==> src/rtl/tt_sweep_ctrl.sv <==
// Truth-table sweeper: drives all 16 input vectors of a 4-input unit, samples its
// output after SETTLE cycles per vector, and compares the captured table to a golden one.
module tt_sweep_ctrl #(
  parameter int SETTLE = 2
) (
  input  logic        clk,
  input  logic        rst_n,
  input  logic        start,
  input  logic        abort,
  input  logic [15:0] expected,
  output logic [3:0]  dut_in,
  input  logic        dut_out,
  output logic        busy,
  output logic        done,
  output logic [15:0] truth,
  output logic [4:0]  ones,
  output logic        pass
);

  typedef enum logic [1:0] {
    IDLE,
    WAIT,
    SAMPLE,
    DONE
  } state_t;

  localparam logic [7:0] LAST_CNT = 8'(SETTLE - 1);

  state_t     state;
  logic [3:0] vec;
  logic [7:0] cnt;

  always_ff @(posedge clk or negedge rst_n) begin
    if (!rst_n) begin
      state  <= IDLE;
      vec    <= 4'h0;
      cnt    <= 8'h00;
      dut_in <= 4'h0;
      busy   <= 1'b0;
      done   <= 1'b0;
      truth  <= 16'h0000;
      ones   <= 5'd0;
      pass   <= 1'b0;
    end else begin
      done <= 1'b0;
      case (state)
        IDLE: begin
          if (start) begin
            state  <= WAIT;
            vec    <= 4'h0;
            cnt    <= 8'h00;
            dut_in <= 4'h0;
            busy   <= 1'b1;
            truth  <= 16'h0000;
            ones   <= 5'd0;
            pass   <= 1'b0;
          end
        end
        WAIT: begin
          if (abort) begin
            state  <= IDLE;
            vec    <= 4'h0;
            cnt    <= 8'h00;
            dut_in <= 4'h0;
            busy   <= 1'b0;
            pass   <= 1'b0;
          end else if (cnt == LAST_CNT) begin
            state <= SAMPLE;
          end else begin
            cnt <= cnt + 8'd1;
          end
        end
        SAMPLE: begin
          // Abort wins over the capture, so the vector being sampled is dropped.
          if (abort) begin
            state  <= IDLE;
            vec    <= 4'h0;
            cnt    <= 8'h00;
            dut_in <= 4'h0;
            busy   <= 1'b0;
            pass   <= 1'b0;
          end else begin
            truth[vec] <= dut_out;
            ones       <= ones + {4'b0000, dut_out};
            cnt        <= 8'h00;
            if (vec == 4'hF) begin
              state  <= DONE;
              done   <= 1'b1;
              dut_in <= 4'h0;
            end else begin
              state  <= WAIT;
              vec    <= vec + 4'h1;
              dut_in <= vec + 4'h1;
            end
          end
        end
        DONE: begin
          pass  <= (truth == expected);
          state <= IDLE;
          busy  <= 1'b0;
        end
        default: begin
          state <= IDLE;
        end
      endcase
    end
  end

endmodule

==> config.mk <==
export PLATFORM = sky130hd
export DESIGN_NAME = tt_sweep_ctrl
export DESIGN_NICKNAME = d
export VERILOG_FILES = /design/src/rtl/tt_sweep_ctrl.sv
export SDC_FILE = /design/constraint.sdc
export NUM_CORES = 1
export LEC_CHECK = 0
export ABC_AREA = 1
export CELL_PAD_IN_SITES_DETAIL_PLACEMENT = 0
export CELL_PAD_IN_SITES_GLOBAL_PLACEMENT = 2
export CORE_MARGIN = 8
export CORE_UTILIZATION = 31
export DETAILED_ROUTE_END_ITERATION = 8
export PLACE_DENSITY = 0.93
export SETUP_SLACK_MARGIN = 0.3
export SYNTH_ARGS = -nofsm -noshare
export SYNTH_HDL_FRONTEND = slang
export SYNTH_SLANG_ARGS = --single-unit
export TNS_END_PERCENT = 30
==> constraint.sdc <==
create_clock -name clk -period 2.4 [get_ports clk]
set_input_delay 0.24 -clock clk [delete_from_list [all_inputs] [get_ports clk]]
set_output_delay 0.24 -clock clk [all_outputs]
set_load 0.005 [all_outputs]
== Yosys cells after proc, flatten, opt, wreduce, memory -nomap -nowiden ==
Index checks and enable logic that the tools add are counted.

* Reduce and logical (&&, ||, !) cells: 11
* Muxes and demuxes: 35
* Equality and inequality tests: 13
* $lt $le $gt $ge: 2
* Add/subtract/negate cells: 3

{| class="wikitable"
|+ Operators by type and width
! kind !! count
|-
| 16-bit two-way mux || 2
|-
| 16-bit one-hot mux with 2 select lines || 1
|-
| 4-bit two-way mux || 6
|-
| 8-bit two-way mux || 3
|-
| 4-bit one-hot mux with 3 select lines || 2
|-
| 8-bit one-hot mux with 3 select lines || 1
|-
| 16-bit bitwise mux || 1
|-
| 16-bit == test || 1
|-
| 2-bit two-way mux || 5
|-
| 5-bit two-way mux || 2
|-
| 5-bit one-hot mux with 2 select lines || 1
|-
| 3-bit != test (second input constant) || 3
|-
| 3-bit AND reduction || 3
|-
| 8-bit by 1-bit adder with 8-bit output (second input constant) || 1
|-
| 8-bit by 1-bit == test with 1-bit output (second input constant) || 1
|-
| 2-bit one-hot mux with 4 select lines || 1
|-
| 1-bit two-way mux || 7
|-
| 2-bit != test (second input constant) || 3
|-
| 1-bit one-hot mux with 3 select lines || 2
|-
| 5-bit by 1-bit adder with 5-bit output || 1
|-
| 4-bit by 5-bit < comparator with 1-bit output (second input constant) || 1
|-
| 4-bit by 1-bit adder with 4-bit output (second input constant) || 1
|-
| 1-bit demux with 4-bit select || 1
|-
| 2-bit == test (second input constant) || 2
|-
| other kinds (11) || 12
|}

* Logic and storage cells: 73
* Register bits: 42
* Input bits: 21
* Output and inout bits: 28

== Depth between registers and ports, before layout ==
Gate-level depths: netlist of the first run.

* Depth in word-level cells: 7
* Gate-level depth with buffers: 10
* Depth with buffers taken out: 9

== Least setup slack after synthesis of the first run ==
Ideal clock, no wire load.

* Kind: register to register
* Start: register state[0]
* End: register truth[3]
* Setup time: 118 ps
* Stages on the path, launching flop included: 11
* Clock period less this slack: 1493 ps
* Required time: 2282 ps
* Path buffers: 1
* Slack: 907 ps
* Data arrival time: 1376 ps
* Cell sequence: dfrtp_1 inv_1 ha_1 nand2_2 o21ai_1 nand2_2 buf_6 nor2_4 nand2_1 nand3_1 nand2_1

* Cells in the longest elaborated chain, start to end: 3
* Elaborated cells between the ends (all ways): 7
* Those cells by class: eq/ne: 3; mux: 1; reduce/logical: 3

{| class="wikitable"
|+ RTL lines
! element !! RTL line !! text
|-
| start, declared || 29 || <nowiki>state_t state;</nowiki>
|-
| start signal, assigned || 35 || <nowiki>state <= IDLE;</nowiki>
|-
| start signal, assigned || 49 || <nowiki>state <= WAIT;</nowiki>
|-
| start signal, assigned || 61 || <nowiki>state <= IDLE;</nowiki>
|-
| 2-bit == test / 2-bit logical NOT (equally long branches) || 46 || <nowiki>case (state)</nowiki>
|-
| 2-bit != test (no line) / 2-bit nonzero test (equally long branches) || n/a ||
|-
| 3-bit AND reduction (no line) || n/a ||
|-
| end signal, assigned by index || 83 || <nowiki>truth[vec] <= dut_out;</nowiki>
|-
| end, declared || 15 || <nowiki>output logic [15:0] truth,</nowiki>
|}

Several ways; a longest one is shown, not always the timed one.
A chain may end at the register's enable or synchronous reset.

== Worst setup path in the final report of the first run ==
* Start: register state[0]
* End: register cnt[5]

* Cells in the longest elaborated chain, start to end: 3
* Elaborated cells between the ends (all ways): 8
* Those cells by class: eq/ne: 4; mux: 1; reduce/logical: 3

{| class="wikitable"
|+ RTL lines
! element !! RTL line !! text
|-
| 2-bit by 1-bit == test with 1-bit output, or another cell as far along || 46 ||
|-
| 3-bit != test (no line), or another cell as far along || n/a ||
|-
| 3-bit AND reduction (no line) || n/a ||
|-
| end signal, assigned || 70 || <nowiki>cnt <= cnt + 8'd1;</nowiki>
|-
| end, declared || 31 || <nowiki>logic [7:0] cnt;</nowiki>
|}

Several ways; a longest one is shown, not always the timed one.

==> impl_results.md, run 1 <==
- GRT overflow: 0
- Chip height: around 110 µm
- Crit path kind: reg -> reg
- FMAX: 533 MHz
- RSZ-0062 raised after global routing: no
- Num Clock Sinks: between 40 and 50
- Endpoint type of the worst setup path: register
- TritonCTS buffer count: 5
- Worst Skew: 12.1 ps
- Vias/cell: between 4 and 5
- Final setup viols: 0
- Worst EP required: approximately 2600 ps
- Die area: between 0.01 and 0.015 mm²
- Num rows: 33
- R2R depth: 10
- Slowest cell on crit path: dfrtp_1
- Largest net degree at the start of global routing: 43
- Yosys top cell area share: between 40% and 50%
- Crit-path max FO: 11
- Clock Path Buffers: 2
- Initial antenna violation count: 0
- Peak supply drop: just under 0.0003 V
- Most common cell after layout, fill and taps aside: nand2_1
- P_sw: between 700 and 800 µW
- Most frequent CP cell: inv_1
- Pwr dens: slightly above 600 mW/mm²
- Final hold vios: 0
- YS warnings: 0
- Resized Gates After CTS: 0
- Cells after Synth: between 300 and 400
- Layout cell share with drive strength beyond 1: under 10%
- Fin nets: between 400 and 500
- Cell area after placement: 0.00314 mm²
- First-pass GRT wire length: approximately 11 mm
- Vias: ~2.3k
- Tcrit/Tclk final: between 70% and 80%
- Status: finished, final reports clean
- Cell area after synthesis: 0.00254 mm²
- Die Width: about 110 µm
- Post-synth cell types: 24
- Sequential fraction of the synthesis area: between 40% and 50%
- Filler instances: between 800 and 900
- Antenna-violating nets left: 0
- Total GRT Usage: a little under an eighth
- Residual DRC: 0
- Combinational Power Share: a little over a third
- Min Tclk post-route: between 1500 and 2000 ps
- Worst reg2reg path endpoint: cnt[5]
- CP Cell Sequence: inv_1 -> ha_1 -> buf_4 -> inv_1 -> nand2_1 -> o21ai_0 -> inv_1 -> nand2_2 -> nand2_1 -> o21ai_0
- End-of-flow core utilization: between 30% and 40%
- # IOs: 49
- Clock slew at reported path FFs: around 90 ps
- DP HPWL: between 4 and 5 mm
- Clock Root Buffer: clkbuf_8
- 1st-iter DRT viols: 68
- Final instance area: 0.00323 mm²
- Core area: 0.00809 mm²
- Number of diodes: 0
- Wire per inst: approximately 12 µm
- Switching Fraction: between 30% and 40%
- Final wirelength: between 6 and 7 mm
- Rel. slew slack: 35.8%
- TritonRoute pass-1 iters: 4
- R2R Setup Slk: ~520 ps
- Design Power: between 1500 and 2000 µW
- Post-cts hold buffer count: 0
- Skew-Pair Late Insertion Delay: ~290 ps
- Avg Cell Area, Syn: 7.20 µm²
- Commonest non-fill, non-tap cells in the layout: 121 x nand2_1, 52 x inv_1, 47 x clkdlybuf4s50_1
- Dominant cell type by area after synthesis: dfrtp_1
- Internal: between 1000 and 1500 µW
- Number of global-route vias before repair: about 2.4k
- Final non-filler cell total: 513
- Seq cells post-synth: between 40 and 50
- Leakage: between 0.0015 and 0.002 µW
- IO Port Bufs: 48
- Crit path arrival time: ~2100 ps
- Syn-to-layout area delta: 27.1%
- Share of total power in sequential cells: about two fifths
- Clk network pwr share: a little under a quarter
- Number of max-cap violations: 0
- HP Class: in -> async
- Area contributors post-synth: dfrtp_1 41%, nand2_1 18%, inv_1 7.7%
- Max stage delay on crit path: 400 ps
- Worst-Margin Slew: a little under 1000 ps
- Worst reg2reg path startpoint: state[0]
- Placed cells: 505
- Worst setup SP type: register
- H-tree levels: 2
- Post-CTS Setup Inserts: 0
- Initial Utilization: between 30% and 40%
- CTS tree: yes
- Final setup TNS: 0 ps
- Gp weighted congestion: about 0.83
- Net Count, Synth: 386
- Max-slew violations: 0
final cells by class:
class | count | area [µm²] | area share, %
Multi-Input combinational cell | 256 | 1270 | 39.3
Sequential cell | 42 | 1050 | 32.5
Timing Repair Buffer | 50 | 490 | 15.2
Inverter | 52 | 195 | 6.04
Tap cell | 105 | 131 | 4.07
Clock buffer | 7 | 86.3 | 2.67
Clock inverter | 1 | 5.00 | 0.155
critical path, delay by kind of cell (launching register included):
kind                       cells  cell delay (ps)
and+or+nand+nor                3              320
adders and majority gates      1              240
AOI/OAI and AO/OA              2              320
DFF                            1              400
buffers and inverters          4              520
per-layer routing:
layer	vias up	global-route usage [%]	part of all wire [%]
li1	1205	-	-
met1	1020	14.9	48
met2	37	19.6	46
met3	2	3.39	5.1
met4	0	2.21	0.39
met5	-	0	0
flip-flops by register name, indices dropped and copies added, names as in the netlist:
register and flops:
truth 16, cnt 8, ones 5, dut_in 4, vec 4, state 2, busy 1, done 1
pass 1
power groups by stage:
| stage | combinational (µW) | sequential [µW] | clock (µW) |
|---|---|---|---|
| finish | 712 | 797 | 471 |
| global route | 811 | 805 | 517 |
| CTS | 724 | 798 | 496 |
| detailed placement | 721 | 812 | 0 |
| global placement | 719 | 809 | 0 |
| floorplan | 496 | 805 | 0 |
cells in the mapped netlist, drive strengths merged:
cell type / instances
a31o: 1
a21oi: 9
nor2: 34
nand3b: 1
o21bai: 1
buf: 3
xor2: 5
dfrtp: 42
nand2: 125
xnor2: 5
or2: 1
o21ai: 28
nor3: 5
o31ai: 1
nand4: 6
nand3: 22
inv: 52
ha: 12
kinds of logic after synthesis:
group	count (synthesis)	share of synthesized area (%)
AND/OR/NAND/NOR	194	32.4
adder cells (fa/ha/maj)	12	5.91
buffers and inverters	55	8.62
XOR/XNOR	10	3.45
AO/OA/AOI/OAI	40	8.23
flip-flops	42	41.4
through the flow:
stage,setup slack [ps],hold WS (ps)
after floorplan,907,-55.6
after global placement,472,458
after detailed placement,459,469
after CTS,525,145
after global routing,336,188
final,522,100
worst max-delay path by stage:
stage / start / to / cells past startpoint
after global routing: state[0] / cnt[5] / 10
after global placement: abort / truth[4] / 9
after floorplan: state[0] / truth[3] / 10
after detailed placement: abort / truth[4] / 9
final: state[0] / cnt[5] / 10
after CTS: state[0] / vec[3] / 9
(Power assumes the default switching activity.)
==> run 2, diff against run 1 <==
Settings changed: CORE_UTILIZATION 31 to 26, PLACE_DENSITY 0.93 to 0.84.
Clock period 2.4 ns to 1.6 ns, I/O delays scaled along.
==> impl_results.md, run 2 (synthesized netlist as in run 1, its figures left out) <==
- FMAX: 646 MHz (was 533 MHz)
- Initial antenna violation count: 0 (unchanged)
- Area of the multi-input gates: 0.00153 mm² (was 0.00127 mm²)
- Vias/cell: 4.29 (was 4.41)
- Wire per inst: 13.0 µm (was 12.5 µm)
- Initial Utilization: 26.3% (was 31.4%)
- Pwr dens: 1030 mW/mm² (was 614 mW/mm²)
- Num rows: 36 (was 33)
- Number of max-cap violations: 0 (unchanged)
- CTS tree: yes (unchanged)
- Crit path kind: reg -> reg (unchanged)
- Worst reg2reg path startpoint: state[1] (was state[0])
- Leakage: 0.00227 µW (was 0.00158 µW)
- Crit path arrival time: 1750 ps (was 2090 ps)
- Die area: 0.0132 mm² (was 0.0113 mm²)
- Max-slew violations: 0 (unchanged)
- Status: finished, final reports clean (unchanged)
- Tcrit/Tclk final: 96.8% (was 78.2%)
- Num Clock Sinks: 42 (unchanged)
- H-tree levels: 2 (unchanged)
- Clock Root Buffer: clkbuf_8 (unchanged)
- Die Width: 115 µm (was 107 µm)
- RSZ-0062 raised after global routing: yes (was no)
- Syn-to-layout area delta: 53.4% (was 27.1%)
- Reg with most FFs: truth (unchanged)
- Chip height: 115 µm (was 107 µm)
- Layout cell share with drive strength beyond 1: 21.8% (was 5.39%)
- Residual DRC: 0 (unchanged)
- Peak supply drop: 0.000538 V (was 0.000292 V)
- HP Class: in -> async (unchanged)
- Number of diodes: 0 (unchanged)
- Worst EP required: 1800 ps (was 2610 ps)
- Regs by FF count: truth: 16 flops, cnt: 8 flops, ones: 5 flops (unchanged)
- Worst Skew: 10.5 ps (was 12.1 ps)
- Rel. slew slack: 63.5% (was 35.8%)
- Final hold vios: 0 (unchanged)
- Fin nets: 472 (was 440)
- Final setup viols: 0 (unchanged)
- Largest net degree at the start of global routing: 24 (was 43)
- Most common cell after layout, fill and taps aside: nand2_1 (unchanged)
- First-pass GRT wire length: 12.2 mm (was 11.1 mm)
- DP HPWL: 5.44 mm (was 4.99 mm)
- Filler instances: 1003 (was 873)
- IO Port Bufs: 48 (unchanged)
- Number of global-route vias before repair: 2472 (was 2362)
- # IOs: 49 (unchanged)
- Design Power: 4000 µW (was 1980 µW)
- R2R Setup Slk: 50 ps (was 520 ps)
- Gp weighted congestion: 0.808 (was 0.835)
- Total GRT Usage: 11.5% (was 11.8%)
- Skew-Pair Late Insertion Delay: 300 ps (was 290 ps)
- Core area: 0.00964 mm² (was 0.00809 mm²)
- Commonest non-fill, non-tap cells in the layout: 112 x nand2_1, 43 x inv_1, 41 x dfrtp_1 (was 121 x nand2_1, 52 x inv_1, 47 x clkdlybuf4s50_1)
- Final setup TNS: 0 ps (unchanged)
- GRT overflow: 0 (unchanged)
- Vias: 2457 (was 2264)
- Worst-Margin Slew: 548 ps (was 963 ps)
- R2R depth: 10 (unchanged)
- TritonRoute pass-1 iters: 4 (unchanged)
- TritonCTS buffer count: 5 (unchanged)
- Min Tclk post-route: 1550 ps (was 1880 ps)
- Endpoint type of the worst setup path: register (unchanged)
- Max reg flops: 16 (unchanged)
- 1st-iter DRT viols: 124 (was 68)
- Worst reg2reg path endpoint: truth[3] (was cnt[5])
- Crit-path max FO: 6 (was 11)
- Antenna-violating nets left: 0 (unchanged)
- Final wirelength: 7.47 mm (was 6.40 mm)
- Clock Path Buffers: 2 (unchanged)
- Worst setup SP type: register (unchanged)
- Area taken by flip-flops and latches: 0.00105 mm² (about the same)
- Clock slew at reported path FFs: 90 ps (about the same)
## run 2: cell count changes in the layout (fill, tap and decap cells not counted), sizes merged
cell           delta
clkbuf            -1
clkdlybuf4s50    -24
clkinv            +1
nand2             +1
bufinv            +1
dlymetal6s2s     +24
buf              +29
dlygate4sd3       +1
## run 2: timing repair
action	in CTS	in global routing
gates resized for setup	39	60
setup buffers	8	7
setup endpoints to repair	69	70
hold endpoints to repair	19	0
pin swaps	9	23
cloned	1	1
hold buffers	1	0
## run 2: how the worst max path moves through the flow
stage / to / startpoint / cells past startpoint
final: truth[3] / state[1] / 10
after global routing: truth[7] / state[1] / 10
after CTS: truth[3] / state[1] / 10
after detailed placement: cnt[5] / state[1] / 8
after global placement: cnt[5] / abort / 8
after floorplan: truth[3] / state[0] / 10
## run 2: worst max-delay path, stage by stage (launching register included)
cell and delay (ps):
dfrtp_1 440, inv_2 90, ha_4 170, inv_6 50
o21ai_4 130, nand2_4 100, buf_8 150, nor2_4 100
nand2_1 70, nand3_1 80, nand2_1 60
## run 2: metrics by stage
stage | worst slack, ps | instances | hold WS (ps) | area, µm² | util [%]
4_1_cts | 68.8 | 565 | 387 | 3650 | 37.9
5_1_grt | -33.8 | 573 | 432 | 3900 | 40.4
3_3_place_gp | 11.8 | 547 | 183 | 3330 | 34.6
2_1_floorplan | 178 | 353 | -136 | 2580 | -
3_5_place_dp | -21.9 | 547 | 182 | 3330 | 34.6
6_report | 50.8 | 573 | 369 | 3900 | 40.4
## run 2: report_power, final
part | switching, µW | internal, µW | total [µW]
Clock | 399 | 460 | 859
Sequential | 65.4 | 1130 | 1200
Combinational | 1110 | 833 | 1950
## run 2: final cells by class
cell class                      instances  share of cell area [%]
Sequential cell                        42                    27.0
Timing Repair Buffer                   81                    21.5
Clock buffer                            5                    1.77
Multi-Input combinational cell        257                    39.2
Inverter                               52                    5.26
Tap cell                              133                    4.27
Clock inverter                          3                    1.03
## run 2: layer usage
metal	track usage [%]	part of all wire [%]	vias to the layer above
met4	3.06	0.95	0
met3	2.84	4.4	6
li1	-	-	1273
met5	0	0	-
met1	15.0	48	1135
met2	18.6	47	43
